## src/rtl/machine_timer.sv

```systemverilog
// RISC-V machine timer: mtime/mtimecmp with prescaler, on the data-memory port.
// Produces a level machine timer interrupt when mtime >= mtimecmp.
module machine_timer #(
    parameter int unsigned PRESCALE_W = 16,
    parameter logic [63:0] MTIME_RST  = 64'h0
) (
    input  logic        clk_i,
    input  logic        rstn_i,
    input  logic        sel_i,
    input  logic [31:0] addr_i,
    input  logic        read_i,
    output logic [31:0] rdata_o,
    input  logic [3:0]  wsel_byte_i,
    input  logic [31:0] wdata_i,
    output logic        timer_irq_o
);

    localparam int unsigned DW = 32;
    localparam int unsigned TW = 64;
    localparam int unsigned AW = 3;

    localparam logic [AW-1:0] OFF_MTIME_LO = AW'(0);
    localparam logic [AW-1:0] OFF_MTIME_HI = AW'(1);
    localparam logic [AW-1:0] OFF_CMP_LO   = AW'(2);
    localparam logic [AW-1:0] OFF_CMP_HI   = AW'(3);
    localparam logic [AW-1:0] OFF_CTRL     = AW'(4);
    localparam logic [AW-1:0] OFF_PRESCALE = AW'(5);

    logic [TW-1:0]         mtime_q,    mtime_d;
    logic [TW-1:0]         mtimecmp_q, mtimecmp_d;
    logic                  en_q,       en_d;
    logic [PRESCALE_W-1:0] prescale_q, prescale_d;
    logic [PRESCALE_W-1:0] pc_q,       pc_d;
    logic [DW-1:0]         rdata_q,    rdata_d;
    logic                  irq_q;

    logic          wr, rd, tick;
    logic [AW-1:0] idx;
    logic          wr_mlo, wr_mhi, wr_clo, wr_chi, wr_ctrl, wr_pre;
    logic          unused_addr;

    // Replace only the byte lanes selected by be.
    function automatic logic [DW-1:0] merge_bytes(input logic [DW-1:0] old,
                                                   input logic [DW-1:0] wd,
                                                   input logic [3:0]    be);
        logic [DW-1:0] r;
        r = old;
        for (int i = 0; i < 4; i++) begin
            if (be[i]) r[8*i +: 8] = wd[8*i +: 8];
        end
        return r;
    endfunction

    assign unused_addr = ^{addr_i[31:5], addr_i[1:0]};

    // Access decode and prescaler tick.
    always_comb begin
        idx     = addr_i[4:2];
        wr      = sel_i && (wsel_byte_i != 4'b0000);
        rd      = sel_i && read_i;
        wr_mlo  = wr && (idx == OFF_MTIME_LO);
        wr_mhi  = wr && (idx == OFF_MTIME_HI);
        wr_clo  = wr && (idx == OFF_CMP_LO);
        wr_chi  = wr && (idx == OFF_CMP_HI);
        wr_ctrl = wr && (idx == OFF_CTRL);
        wr_pre  = wr && (idx == OFF_PRESCALE);
        tick    = en_q && (pc_q == prescale_q);
    end

    // Next-state: a software write to either mtime word suppresses that cycle's increment.
    always_comb begin
        mtime_d    = mtime_q;
        mtimecmp_d = mtimecmp_q;
        en_d       = en_q;
        prescale_d = prescale_q;
        pc_d       = pc_q;
        rdata_d    = rdata_q;

        if (wr_mlo || wr_mhi) begin
            if (wr_mlo) mtime_d[31:0]  = merge_bytes(mtime_q[31:0],  wdata_i, wsel_byte_i);
            if (wr_mhi) mtime_d[63:32] = merge_bytes(mtime_q[63:32], wdata_i, wsel_byte_i);
        end else if (tick) begin
            mtime_d = mtime_q + TW'(1);
        end

        if (wr_clo) mtimecmp_d[31:0]  = merge_bytes(mtimecmp_q[31:0],  wdata_i, wsel_byte_i);
        if (wr_chi) mtimecmp_d[63:32] = merge_bytes(mtimecmp_q[63:32], wdata_i, wsel_byte_i);

        if (wr_ctrl && wsel_byte_i[0]) en_d = wdata_i[0];
        if (wr_pre) begin
            prescale_d = PRESCALE_W'(merge_bytes(DW'(prescale_q), wdata_i, wsel_byte_i));
        end

        if (wr_ctrl || wr_pre || tick) begin
            pc_d = '0;
        end else if (en_q) begin
            pc_d = pc_q + PRESCALE_W'(1);
        end

        if (rd) begin
            unique case (idx)
                OFF_MTIME_LO: rdata_d = mtime_q[31:0];
                OFF_MTIME_HI: rdata_d = mtime_q[63:32];
                OFF_CMP_LO:   rdata_d = mtimecmp_q[31:0];
                OFF_CMP_HI:   rdata_d = mtimecmp_q[63:32];
                OFF_CTRL:     rdata_d = DW'(en_q);
                OFF_PRESCALE: rdata_d = DW'(prescale_q);
                default:      rdata_d = '0;
            endcase
        end
    end

    always_ff @(posedge clk_i) begin
        if (!rstn_i) begin
            mtime_q    <= MTIME_RST;
            mtimecmp_q <= '1;
            en_q       <= 1'b0;
            prescale_q <= '0;
            pc_q       <= '0;
            rdata_q    <= '0;
            irq_q      <= 1'b0;
        end else begin
            mtime_q    <= mtime_d;
            mtimecmp_q <= mtimecmp_d;
            en_q       <= en_d;
            prescale_q <= prescale_d;
            pc_q       <= pc_d;
            rdata_q    <= rdata_d;
            irq_q      <= (mtime_q >= mtimecmp_q);
        end
    end

    assign rdata_o     = rdata_q;
    assign timer_irq_o = irq_q;

endmodule

```

## config.mk

```make
export PLATFORM = sky130hd
export DESIGN_NAME = machine_timer
export DESIGN_NICKNAME = d
export VERILOG_FILES = /design/src/rtl/machine_timer.sv
export SDC_FILE = /design/constraint.sdc
export NUM_CORES = 1
export LEC_CHECK = 0
export CAP_MARGIN = 20
export CORE_MARGIN = 5
export CORE_UTILIZATION = 55
export DETAILED_ROUTE_END_ITERATION = 10
export PLACE_DENSITY_LB_ADDON = 0.12
export SLEW_MARGIN = 10
export SYNTH_ARGS = -nofsm -noshare
export SYNTH_HDL_FRONTEND = slang
export SYNTH_SLANG_ARGS = --single-unit
```

## constraint.sdc

```tcl
create_clock -name clk_i -period 5.7 [get_ports clk_i]
set_input_delay 1.71 -clock clk_i [delete_from_list [all_inputs] [get_ports clk_i]]
set_output_delay 1.71 -clock clk_i [all_outputs]
set_load 0.01 [all_outputs]
```

# Yosys cells after proc, flatten, opt, wreduce, memory -nomap -nowiden
# Index checks and enable logic that the tools add are counted.
# W data, S select, Z words.
[totals]
reg_bits = 194
in_bits = 72
wordCells = 82
[classes]
n_addsub = 2
magnitude_cmp = 1
eq_ne = 12
mux = 9
n_bitwise = 1
reduce_logical = 35
[ops]
columns = ["cell", "count"]
rows = [
  ["$pmux W32 S6", 1],
  ["$mux W64", 2],
  ["$add A64 B1 Y64 const B", 1],
  ["$ge A64 B64 Y1", 1],
  ["$mux W32", 2],
  ["$mux W8", 4],
  ["$reduce_and A3 Y1", 8],
  ["$reduce_and A2 Y1", 10],
  ["$add A16 B1 Y16 const B", 1],
  ["$eq A16 B16 Y1", 1],
  ["$ne A2 B2 Y1 const B", 6],
  ["$logic_and A1 B1 Y1", 10],
  ["$eq A3 B2 Y1 const B", 2],
  ["$eq A3 B3 Y1 const B", 2],
  ["$reduce_bool A4 Y1", 1],
  ["$eq A3 B1 Y1 const B", 1],
  ["$logic_not A3 Y1", 1],
  ["$logic_or A1 B1 Y1", 3],
  ["$reduce_bool A2 Y1", 1],
  ["$reduce_or A2 Y1", 1],
  ["$not A1 Y1", 1],
]

# Logic depth before layout (Yosys ltp)
# Gate-level depths: netlist (run 1).
[depth]
depth_word = 6
depth_mapped = 10
mapped_depth_nobuf = 9

# Least setup slack after synthesis (run 1)
# No wires, ideal clock.
[synth_timing]
kind = "input port to flip-flop"
start = "input port sel_i"
end = "register mtime_q[13]"
setup_time_ns = 0.119
t_arrival_ns = 3.403
required_time_ns = 5.581
slack_ns = 2.178
path_stages = 9
n_path_buf = 3
path_cell_list = "buf_2 -> o41ai_2 -> or3_1 -> buf_2 -> and4_4 -> buf_6 -> a31oi_1 -> nor2_1 -> o221a_2"
[synth_via]
elab_chain_len = 5
[synth_lines]
columns = ["element", "line", "text"]
rows = [
  ["start, declared", "9", "input logic sel_i,"],
  ["$logic_and A1 B1 Y1 *", "59", "wr = sel_i && (wsel_byte_i != 4'b0000);"],
  ["$logic_and A1 B1 Y1 (on tied branches)", "61, 62", ""],
  ["$logic_or A1 B1 Y1", "79", "if (wr_mlo || wr_mhi) begin"],
  ["$ne A2 B2 Y1 (no line) or $reduce_bool A2 Y1 (tied branches)", "n/a", ""],
  ["$reduce_and A3 Y1 (no line)", "n/a", ""],
  ["end signal, assigned", "123", "mtime_q <= mtime_d;"],
  ["end, declared", "29", "logic [TW-1:0] mtime_q, mtime_d;"],
]
# Every way passes the cells marked *; elsewhere a longest branch is shown, timed or not.
# A chain may end at the register's enable or synchronous reset.

# Worst setup path in the final report (run 1)
[layout_timing]
start = "input port wsel_byte_i[0]"
end = "register mtime_q[7]"
[layout_via]
elab_chain_len = 6
[layout_lines]
columns = ["element", "line", "text"]
rows = [
  ["start, declared", "13", "input logic [3:0] wsel_byte_i,"],
  ["$reduce_bool A4 Y1", "59", ""],
  ["$logic_and A1 B1 Y1", "59", ""],
  ["$logic_and A1 B1 Y1 (on tied branches)", "61, 62", ""],
  ["$logic_or A1 B1 Y1", "79", ""],
  ["$ne A2 B2 Y1 (no line) or $reduce_bool A2 Y1 (tied branches)", "n/a", ""],
  ["$reduce_and A3 Y1 (no line)", "n/a", ""],
]
# Parallel ways exist; a longest one is shown, timed or not.

==> results of run 1 <==
==> where the power goes <==
part           leakage, nW  total, mW  switching [mW]  internal (mW)
logic                 3.27      0.275           0.174          0.101
registers             1.57       1.39          0.0165           1.37
clock network        0.272       1.19           0.604          0.587
==> registers in the layout, summed over array words and instances (netlist names) <==
signal / flops
mtimecmp_q: 64
mtime_q: 64
en_q: 1
prescale_q: 16
rdata_o: 32
timer_irq_o: 1
pc_q: 16
==> layout by cell type (no fill, tap or decap), drive strengths merged, types with 7 or more instances in the layout <==
cell type / netlist / layout
nor4: 12 / 12
ha: 66 / 66
mux2i: 27 / 27
xor2: 14 / 14
o221a: 9 / 9
o21ai: 64 / 64
a22oi: 40 / 40
o211ai: 67 / 67
a21oi: 148 / 148
and4: 12 / 12
xnor2: 17 / 17
and2: 14 / 14
nor2: 159 / 159
nand2: 214 / 214
nand4: 40 / 40
nand3: 55 / 55
dfxtp: 194 / 194
clkdlybuf4s50: 0 / 74
a21o: 7 / 7
o31ai: 28 / 28
and3: 14 / 14
o21a: 7 / 7
inv: 75 / 82
mux4: 8 / 8
a31oi: 18 / 18
o22ai: 13 / 13
nor3: 30 / 30
buf: 20 / 27
nor2b: 19 / 19
clkbuf: 73 / 18
==> critical path: cells and delay by family <==
| family | cells | cell delay [ns] |
|---|---|---|
| simple gates | 2 | 0.84 |
| compound gates | 4 | 1.21 |
| buf+inv | 1 | 0.69 |
==> layer usage <==
metal	global-route usage, %	vias up	routed length (um)
met1	48.3	5532	17700
met3	8.35	75	4470
met5	0	-	0
met4	7.34	0	861
met2	46.6	645	16600
li1	-	5570	-
==> worst paths after layout <==
check / slack, ns / to
worst max-delay path: 1.57 / mtime_q[7]$_SDFFE_PN0P_
worst min-delay path: 0.49 / rdata_o[18]$_SDFFE_PN0P_
worst max register to register: 2.57 / mtime_q[32]$_SDFFE_PN0P_
worst min register to register: 0.49 / rdata_o[18]$_SDFFE_PN0P_
==> cell type report <==
class | count | area [sq um] | share of cell area (%)
inverters | 75 | 282 | 2.14
multi-input cells | 1164 | 7160 | 54.3
clock inverters | 14 | 123 | 0.931
well taps | 275 | 344 | 2.61
clock buffers | 18 | 439 | 3.33
repair buffers | 101 | 943 | 7.16
flip-flops and latches | 194 | 3880 | 29.5
==> kinds of logic (layout without fill, tap and decap cells) <==
logic type	after synthesis	count (layout)	share of synthesized area [%]
xor+xnor	31	31	2.32
compound gates	436	436	24.1
fa+ha+maj	66	66	7.06
flops	194	194	33.2
simple gates	593	593	23.4
mux	38	38	4.14
buf+inv	168	208	5.75
==> summary.md, run 1 <==
| Metric | Value |
|---|---|
| Status | `complete, no violations` |
| Total CTS buffers | `17` |
| RD Place Congestion | `1.01` |
| Max-slew headroom | `31.8%` |
| Clk sinks | `between 150 and 200` |
| Top cell type's share of synthesized area | `around a third` |
| CP startpoint | `wsel_byte_i[0]` |
| Total grt overflow | `0` |
| Yosys reg bits | `194` |
| RSZ-0062 raised after global routing | `false` |
| Worst slew pin tran | `1.01 ns` |
| Avg Cell Area, Syn | `between 7 and 8 sq um` |
| Startpoint types | `input pin` |
| Core Area | `between 20000 and 25000 sq um` |
| Worst setup margin | `1.57 ns` |
| Vias | `11800` |
| Post-synthesis cell area | `roughly 12000 sq um` |
| Antenna Cells | `0` |
| Slowest stage delay, CP | `0.69 ns` |
| CTS H-Tree Depth | `4` |
| Worst setup EP type | `flop` |
| Top cells by area, synth | `dfxtp_1 33%, ha_1 7.1%, nand2_1 6.9%, a21oi_1 6.3%, nor2_1 5.0%` |
| Share of flip-flops with an asynchronous set or reset | `0%` |
| Post-CTS Repair Setup Buffers | `0` |
| Die outline area | `roughly 24000 sq um` |
| Largest net degree at the start of global routing | `69` |
| Drt wl/cell | `21.5 um` |
| Slowest CP cell | `clkdlybuf4s50_1` |
| Share of cells above drive strength 1 | `under 10%` |
| Nets | `around 1700` |
| Initial antenna violation count | `0` |
| Fin cells | `1841` |
| R2r startpoint | `mtime_q[16]$_SDFFE_PN0P_` |
| Fin area | `13200 sq um` |
| Fill cells | `1923` |
| Io pins | `105` |
| Synth cell count leaders | `214 x nand2_1, 194 x dfxtp_1, 157 x nor2_1` |
| Row cnt | `53` |
| HP Class | `flop to flop` |
| PD cells | `around 220 nW/um^2` |
| Peak VDD IR | `0.000168 V` |
| Max-slew violations | `0` |
| Critical path fanouts, max | `17` |
| Setup TNS | `0 ns` |
| Hold Slack | `0.493 ns` |
| Initial cell density of the core | `55.7%` |
| Clock transition at path regs | `0.08 ns` |
| Number of synthesized flops with an enable pin | `0` |
| Mapped Nets | `1664` |
| Min-Delay Path Depth | `2` |
| Dpl hpwl | `29100 um` |
| Final antenna-violating net count | `0` |
| Clk buf depth | `2` |
| Clk root buf | `clkbuf_16` |
| Most common cell in the netlist | `nand2_1` |
| Die extent in y | `156 um` |
| Total track usage | `32.2%` |
| Area delta synth->final | `12.5%` |
| Power Total | `about 2.9 mW` |
| Leakage | `around 5 nW` |
| Die width | `156 um` |
| Pre-CTS WS | `1.17 ns` |
| WP data required | `~6.0 ns` |
| Hold wc startpoint | `rdata_o[18]$_SDFFE_PN0P_` |
| Post-layout minimum cycle time | `approximately 4.1 ns` |
| Top_reg_cell synth | `dfxtp_1` |
| Ys Warns | `0` |
| Drt initial violations | `~1600` |
| Crit-path cells | `clkdlybuf4s50_1 > o41ai_2 > or3_2 > and4_4 > a31oi_2 > a21oi_1 > o221a_2` |
| Placed Area | `~13000 sq um` |
| Final core occ | `62.7%` |
| Vias in the first global route | `around 11000` |
| CTS tree | `built` |
| Port Buffers | `75` |
| Total wire length | `39600 um` |
| # setup viols final | `0` |
| Drt via density | `6.42` |
| Seq/Total Area, Yosys | `~33%` |
| Library cells used by synthesis | `64` |
| First-pass GRT wire length | `~62000 um` |
| Max Clock Freq | `242 MHz` |
| Mapped Cells | `1526` |
| Hold_buf cts | `0` |
| Dpl cells | `1809` |
| Max-cap violations | `0` |
| Remaining DRCs | `0` |
| 1st-pass router iterations | `9` |
| Hold Fails Final Rpt | `0` |
| Fin crit share | `between 70% and 80%` |
| Area leader, netlist | `dfxtp_1` |
| Post_cts resized | `0` |
| Reg2Reg Depth | `7` |
| Setup CP Type | `input pin to flop` |
| Clk_skew | `0.0106 ns` |
| Clk_lat worst skew | `0.44 ns` |
| WP data arrival | `between 4 and 5 ns` |
Power figures use the tool's default switching activity.
==> run 2, diff against run 1 <==
==> constraint.sdc (replaced) <==
create_clock -name clk_i -period 4.1 [get_ports clk_i]
set_input_delay 1.23 -clock clk_i [delete_from_list [all_inputs] [get_ports clk_i]]
set_output_delay 1.23 -clock clk_i [all_outputs]
set_load 0.01 [all_outputs]
==> run 2 against run 1 <==
Against the previous run:
- critical path depth did not move
- utilization rose by 0.83 points
- first-iteration DRC count rose by 5.3%
- final cell count rose by 0.71%
- sequential cell count did not move
- worst setup slack got worse by 0.84 ns
- clock-buffer cell count fell by 1
- global-route usage rose by 0.10 points
- total power rose by 44%
- die area did not move
- sequential share of layout area fell by 0.38 points
- highest routed layer unchanged
==> summary.md, run 2 (same netlist as run 1, synthesis figures left out) <==
| Metric | Value |
|---|---|
| Status | `complete, no violations` |
| CTS tree | `built` |
| Clk pwr share | `43.5% (+1.8 points)` |
| WP data arrival | `3.71 ns (-0.75 ns)` |
| Remaining DRCs | `0 (unchanged)` |
| Dpl hpwl | `28900 um (-0.63%)` |
| Post-layout minimum cycle time | `3.37 ns` |
| Switching Fraction | `27.3% (-0.56 points)` |
| Power Total | `4.11 mW (+44%)` |
| Nets | `1704 (+0.77%)` |
| Total grt overflow | `0 (unchanged)` |
| Post_cts resized | `0 (unchanged)` |
| HP Class | `flop to flop` |
| Clk sinks | `194 (unchanged)` |
| Drt wl/cell | `21.4 um (-0.65%)` |
| Clk_lat worst skew | `0.44 ns (about the same)` |
| Clk_skew | `0.0103 ns (-0.000268 ns)` |
| Setup TNS | `0 ns (unchanged)` |
| Worst setup EP type | `flop` |
| FF-to-FF setup slack | `1.02 ns (-1.55 ns)` |
| Core Area | `21000 sq um (unchanged)` |
| Max-slew violations | `0 (unchanged)` |
| RD Place Congestion | `1.02 (+0.76%)` |
| NetSw | `1.12 mW (+41%)` |
| Die extent in y | `156 um (unchanged)` |
| Total wire length | `39700 um (about the same)` |
| Power Internal | `2.99 mW (+45%)` |
| Row cnt | `53 (unchanged)` |
| Setup CP Type | `input pin to flop` |
| CP startpoint | `wsel_byte_i[3]` |
| R2r startpoint | `mtime_q[1]$_SDFFE_PN0P_` |
| CTS H-Tree Depth | `4 (unchanged)` |
| Clk root buf | `clkbuf_16` |
| Hold endpoint | `rdata_o[28]$_SDFFE_PN0P_` |
| Min-Delay Path Depth | `2 (unchanged)` |
| Drt initial violations | `1661 (+5.3%)` |
| Die width | `156 um (unchanged)` |
| # setup viols final | `0 (unchanged)` |
| Worst slew pin tran | `0.994 ns (-0.0191 ns)` |
| Largest net degree at the start of global routing | `82 (+19%)` |
| WP data required | `4.44 ns (-1.59 ns)` |
| Max Clock Freq | `297 MHz` |
| Drt via density | `6.45 (+0.52%)` |
| Area delta synth->final | `14.0%` |
| Fin crit share | `82.2%` |
| Final core occ | `63.5% (+0.83 points)` |
| Commonest non-fill, non-tap cells in the layout | `214 x nand2_1, 194 x dfxtp_1, 157 x nor2_1` |
| Initial cell density of the core | `55.7% (unchanged)` |
| Final antenna-violating net count | `0 (unchanged)` |
| Clock transition at path regs | `0.08 ns (about the same)` |
| Total track usage | `32.4% (+0.10 points)` |
| Clk buf depth | `2 (unchanged)` |
| Share of cells above drive strength 1 | `7.41% (+0.77 points)` |
| Vias | `12000 (+1.2%)` |
| Most common cell after layout, fill and taps aside | `nand2_1` |
| Hold Fails Final Rpt | `0 (unchanged)` |
| Reg2Reg Depth | `8 (+1)` |
| Max-slew headroom | `33.7% (+1.9 points)` |
| Leakage | `5.21 nW (+2.0%)` |
| RSZ-0062 raised after global routing | `false` |
| Post-CTS Repair Setup Buffers | `0 (unchanged)` |
| Total CTS buffers | `17 (unchanged)` |
| Sequential Power Share | `47.0% (-1.7 points)` |
| Initial antenna violation count | `0 (unchanged)` |
| Startpoint types | `input pin` |
| Worst r2r dst | `mtime_q[32]$_SDFFE_PN0P_` |
| 1st-pass router iterations | `6 (-3)` |
| Die outline area | `24300 sq um (unchanged)` |
| Hold_buf cts | `0 (unchanged)` |
| Io pins | `105 (unchanged)` |
| First-pass GRT wire length | `62000 um (+0.41%)` |
| Port Buffers | `75 (unchanged)` |
| Antenna Cells | `0 (unchanged)` |
| PD cells | `308 nW/um^2 (+42%)` |
| Comb power frac | `9.5% (about the same)` |
| Fill cells | `1878 (-2.3%)` |
| Critical path fanouts, max | `17 (unchanged)` |
| Vias in the first global route | `10800 (+0.51%)` |
| Peak VDD IR | `0.000241 V (+43%)` |
| Max-cap violations | `0 (unchanged)` |
| Hold wc startpoint | `rdata_o[28]$_SDFFE_PN0P_` |
## run 2: worst max-delay path by stage
stage	endpoint	slack, ns	cells past startpoint
6_report	mtime_q[19]$_SDFFE_PN0P_	0.73	7
5_1_grt	mtime_q[18]$_SDFFE_PN0P_	0.66	7
4_1_cts	mtime_q[19]$_SDFFE_PN0P_	0.81	7
3_5_place_dp	mtime_q[19]$_SDFFE_PN0P_	0.36	7
3_3_place_gp	mtime_q[19]$_SDFFE_PN0P_	0.39	7
2_1_floorplan	mtime_q[13]$_SDFFE_PN0P_	1.06	9
## run 2: layout make-up
cell class	instances	area, sq um	area share [%]
Inverter	75	282	2.11
Clock inverter	15	188	1.41
Multi-Input combinational cell	1164	7160	53.6
Sequential cell	194	3880	29.1
Clock buffer	17	425	3.19
Tap cell	275	344	2.58
Timing Repair Buffer	114	1070	7.99
## run 2: power by group through the flow
stage / registers, mW / logic (mW) / clock network, mW
6_report: 1.93 / 0.391 / 1.79
5_1_grt: 1.93 / 0.419 / 1.88
4_1_cts: 1.93 / 0.383 / 1.80
3_5_place_dp: 1.97 / 0.380 / 0
3_3_place_gp: 1.97 / 0.376 / 0
2_1_floorplan: 1.97 / 0.210 / 0
## run 2: metrics by stage
step / instance area (sq um) / std cells / worst slack [ns] / hold WS (ns)
finish: 13300 / 1854 / 0.729 / 0.489
global route: 13300 / 1854 / 0.659 / 0.518
CTS: 13300 / 1854 / 0.813 / 0.492
detailed placement: 12700 / 1822 / 0.355 / 0.474
global placement: 12700 / 1822 / 0.393 / 0.466
floorplan: 11700 / 1526 / 1.06 / 0.468
## run 2: metal layers
| layer | vias to the layer above | part of all wire, % | GRT usage, % |
|---|---|---|---|
| met5 | - | 0 | 0 |
| met4 | 0 | 2.8 | 10.1 |
| met3 | 84 | 11 | 6.49 |
| met2 | 679 | 42 | 46.8 |
| met1 | 5612 | 44 | 48.3 |
| li1 | 5592 | - | - |
## run 2: critical path, cell delays in order
cell and delay, ns:
clkdlybuf4s50_1 0.64, o41ai_2 0.13, or3_2 0.49, and4_4 0.32, a31oi_2 0.50, nor2_1 0.12, o221a_2 0.26
==> run 3, diff against run 2 <==
==> constraint.sdc (replaced) <==
create_clock -name clk_i -period 3.5 [get_ports clk_i]
set_input_delay 1.05 -clock clk_i [delete_from_list [all_inputs] [get_ports clk_i]]
set_output_delay 1.05 -clock clk_i [all_outputs]
set_load 0.01 [all_outputs]
==> run 3 against run 2 <==
Against the previous run:
- clock power rose by 15%
- design area is 1.4% higher
- routed wire length grew 0.22%
- first-iteration DRC count rose by 0.18%
- sequential cell count did not move
- worst hold slack improved by 0.0014 ns
- clock skew up 0.0013 ns
==> summary.md, run 3 (same netlist as run 1, synthesis figures left out) <==
| Metric | Value |
|---|---|
| Status | `complete, no violations` |
| Share of cells above drive strength 1 | `8.51% (+1.1 points)` |
| Remaining DRCs | `0 (unchanged)` |
| Hold Fails Final Rpt | `0 (unchanged)` |
| Die extent in y | `156 um (unchanged)` |
| Critical path fanouts, max | `17 (unchanged)` |
| Post-layout minimum cycle time | `~3.0 ns` |
| WP data arrival | `3.32 ns (-0.39 ns)` |
| Clk_lat worst skew | `0.45 ns (about the same)` |
| RSZ-0062 raised after global routing | `false` |
| Hold endpoint | `rdata_o[7]$_SDFFE_PN0P_` |
| # setup viols final | `0 (unchanged)` |
| Fin crit share | `between 80% and 90%` |
| 1st-pass router iterations | `7 (+1)` |
| Initial antenna violation count | `0 (unchanged)` |
| Final core occ | `64.4% (+0.90 points)` |
| Nets | `1723 (+1.1%)` |
| Worst r2r dst | `mtime_q[60]$_SDFFE_PN0P_` |
| Slowest CP cell | `and4_4` |
| Power Internal | `3.45 mW (+16%)` |
| Die outline area | `24300 sq um (unchanged)` |
| Post-CTS Repair Setup Buffers | `0 (unchanged)` |
| Most common cell after layout, fill and taps aside | `nand2_1` |
| Io pins | `105 (unchanged)` |
| Antenna Cells | `0 (unchanged)` |
| Clk sinks | `194 (unchanged)` |
| Initial cell density of the core | `55.7% (unchanged)` |
| Multi-input gate area | `7160 sq um (unchanged)` |
| CP delay by family, top | `compound AO/OA/AOI/OAI gates` |
| GRT met2 Usage | `47.0% (+0.25 points)` |
| Clk buf depth | `2 (unchanged)` |
| R2r startpoint | `mtime_q[0]$_SDFFE_PN0P_` |
| Core Area | `21000 sq um (unchanged)` |
| Min-Delay Path Depth | `2 (unchanged)` |
| Total CTS buffers | `17 (unchanged)` |
| Clk root buf | `clkbuf_16` |
| Largest net degree at the start of global routing | `64 (-22%)` |
| Drt via density | `6.44 (-0.25%)` |
| PD cells | `355 nW/um^2 (+15%)` |
| Hold Slack | `0.490 ns (+0.00141 ns)` |
| Die width | `156 um (unchanged)` |
| Final antenna-violating net count | `0 (unchanged)` |
| Register area | `3880 sq um (unchanged)` |
| Hold wc startpoint | `rdata_o[7]$_SDFFE_PN0P_` |
| Worst slew pin tran | `0.787 ns (-0.207 ns)` |
| Max-cap violations | `0 (unchanged)` |
| Dpl hpwl | `29500 um (+2.1%)` |
| Gr busiest metal | `met1` |
| Vias | `12100 (+0.77%)` |
| Vias in the first global route | `10900 (+1.2%)` |
| Setup CP Type | `input pin to flop` |
| Switching Fraction | `28.1% (+0.83 points)` |
| Clock transition at path regs | `0.08 ns (about the same)` |
| Total grt overflow | `0 (unchanged)` |
| Fill cells | `1840 (-2.0%)` |
| Post_cts resized | `0 (unchanged)` |
| Sequential Power Share | `47.1% (about the same)` |
| Worst setup EP type | `flop` |
| FF-to-FF setup slack | `0.58 ns (-0.44 ns)` |
| Clk_skew | `0.0116 ns (+0.00128 ns)` |
| Crit-path cells | `clkdlybuf4s50_1 > o41ai_2 > or3_2 > and4_4 > a31oi_2 > buf_12 > mux2_2 > o21a_1` |
| Drt wl/cell | `21.2 um (-0.80%)` |
| Comb power frac | `9.9% (+0.4 points)` |
| Hold_buf cts | `0 (unchanged)` |
| Clk pwr share | `43.0% (-0.5 points)` |
| Max Clock Freq | `337 MHz` |
| WP data required | `3.85 ns (-0.59 ns)` |
| Drt initial violations | `1664 (+0.18%)` |
| First-pass GRT wire length | `62200 um (+0.27%)` |
| NetSw | `1.35 mW (+20%)` |
| CTS tree | `built` |
| Pre-CTS WS | `0.112 ns (-0.243 ns)` |
| Area delta synth->final | `15.6%` |
| Peak VDD IR | `0.000263 V (+9.2%)` |
| Slowest stage delay, CP | `0.44 ns (-0.20 ns)` |
| M1 GR Usage | `48.6% (+0.29 points)` |
| Commonest non-fill, non-tap cells in the layout | `214 x nand2_1, 194 x dfxtp_1, 157 x nor2_1` |
| RD Place Congestion | `0.991 (-2.9%)` |
| Port Buffers | `75 (unchanged)` |
| Row cnt | `53 (unchanged)` |
| Max-slew violations | `0 (unchanged)` |
| Reg2Reg Depth | `8 (unchanged)` |
| Total wire length | `39700 um (+0.22%)` |
| GRT met3 Usage | `7.66% (+1.2 points)` |
| HP Class | `flop to flop` |
| Startpoint types | `input pin` |
| CTS H-Tree Depth | `4 (unchanged)` |
| Leakage | `5.32 nW (+2.1%)` |
| Total track usage | `32.4% (+0.051 points)` |
| Setup TNS | `0 ns (unchanged)` |
| Max-slew headroom | `47.1% (+13 points)` |
| Buf+Inv Stages, Crit Path | `2 (+1)` |
| Worst setup margin | `0.534 ns (-0.195 ns)` |
-- run 3: layer usage --
layer | vias to the layer above | routed length, um
met5 | - | 0
li1 | 5635 | -
met3 | 80 | 4750
met4 | 0 | 872
met2 | 697 | 16600
met1 | 5647 | 17500
-- run 3: worst max path at each step --
stage | startpoint | depth (start not counted) | end | slack [ns]
final | wsel_byte_i[1] | 8 | mtime_q[0]$_SDFFE_PN0P_ | 0.53
after global routing | wsel_byte_i[1] | 8 | mtime_q[53]$_SDFFE_PN0P_ | 0.44
after CTS | addr_i[4] | 9 | rdata_o[31]$_SDFFE_PN0P_ | 0.56
after detailed placement | wsel_byte_i[0] | 8 | mtime_q[0]$_SDFFE_PN0P_ | 0.11
after global placement | wsel_byte_i[0] | 8 | mtime_q[0]$_SDFFE_PN0P_ | 0.09
after floorplan | sel_i | 9 | mtime_q[13]$_SDFFE_PN0P_ | 0.64
-- run 3: worst reg2reg max path: cells and delay by family (launching register included) --
| family | cells | cell delay, ns |
|---|---|---|
| adders and majority gates | 1 | 0.30 |
| and+or+nand+nor | 5 | 1.78 |
| DFF | 1 | 0.44 |
| AOI/OAI and AO/OA | 2 | 0.33 |
-- run 3: power groups by stage --
stage	registers, mW	logic, mW	clock network, mW
after floorplan	2.31	0.246	0
after global placement	2.31	0.459	0
after detailed placement	2.31	0.464	0
after CTS	2.26	0.466	2.07
after global routing	2.27	0.512	2.16
final	2.26	0.476	2.06
-- run 3: area by class of cell --
cell class	count	area share, %
Clock buffer	17	3.14
Clock inverter	15	1.36
Inverter	75	2.08
Multi-Input combinational cell	1164	52.9
Sequential cell	194	28.7
Tap cell	275	2.54
Timing Repair Buffer	133	9.30
-- run 3: metrics by stage --
step	area (sq um)	std cells	power [mW]
2_1_floorplan	11700	1526	2.56
4_1_cts	13500	1873	4.80
3_3_place_gp	12900	1841	2.77
6_report	13500	1873	4.80
5_1_grt	13500	1873	4.93
3_5_place_dp	12900	1841	2.78
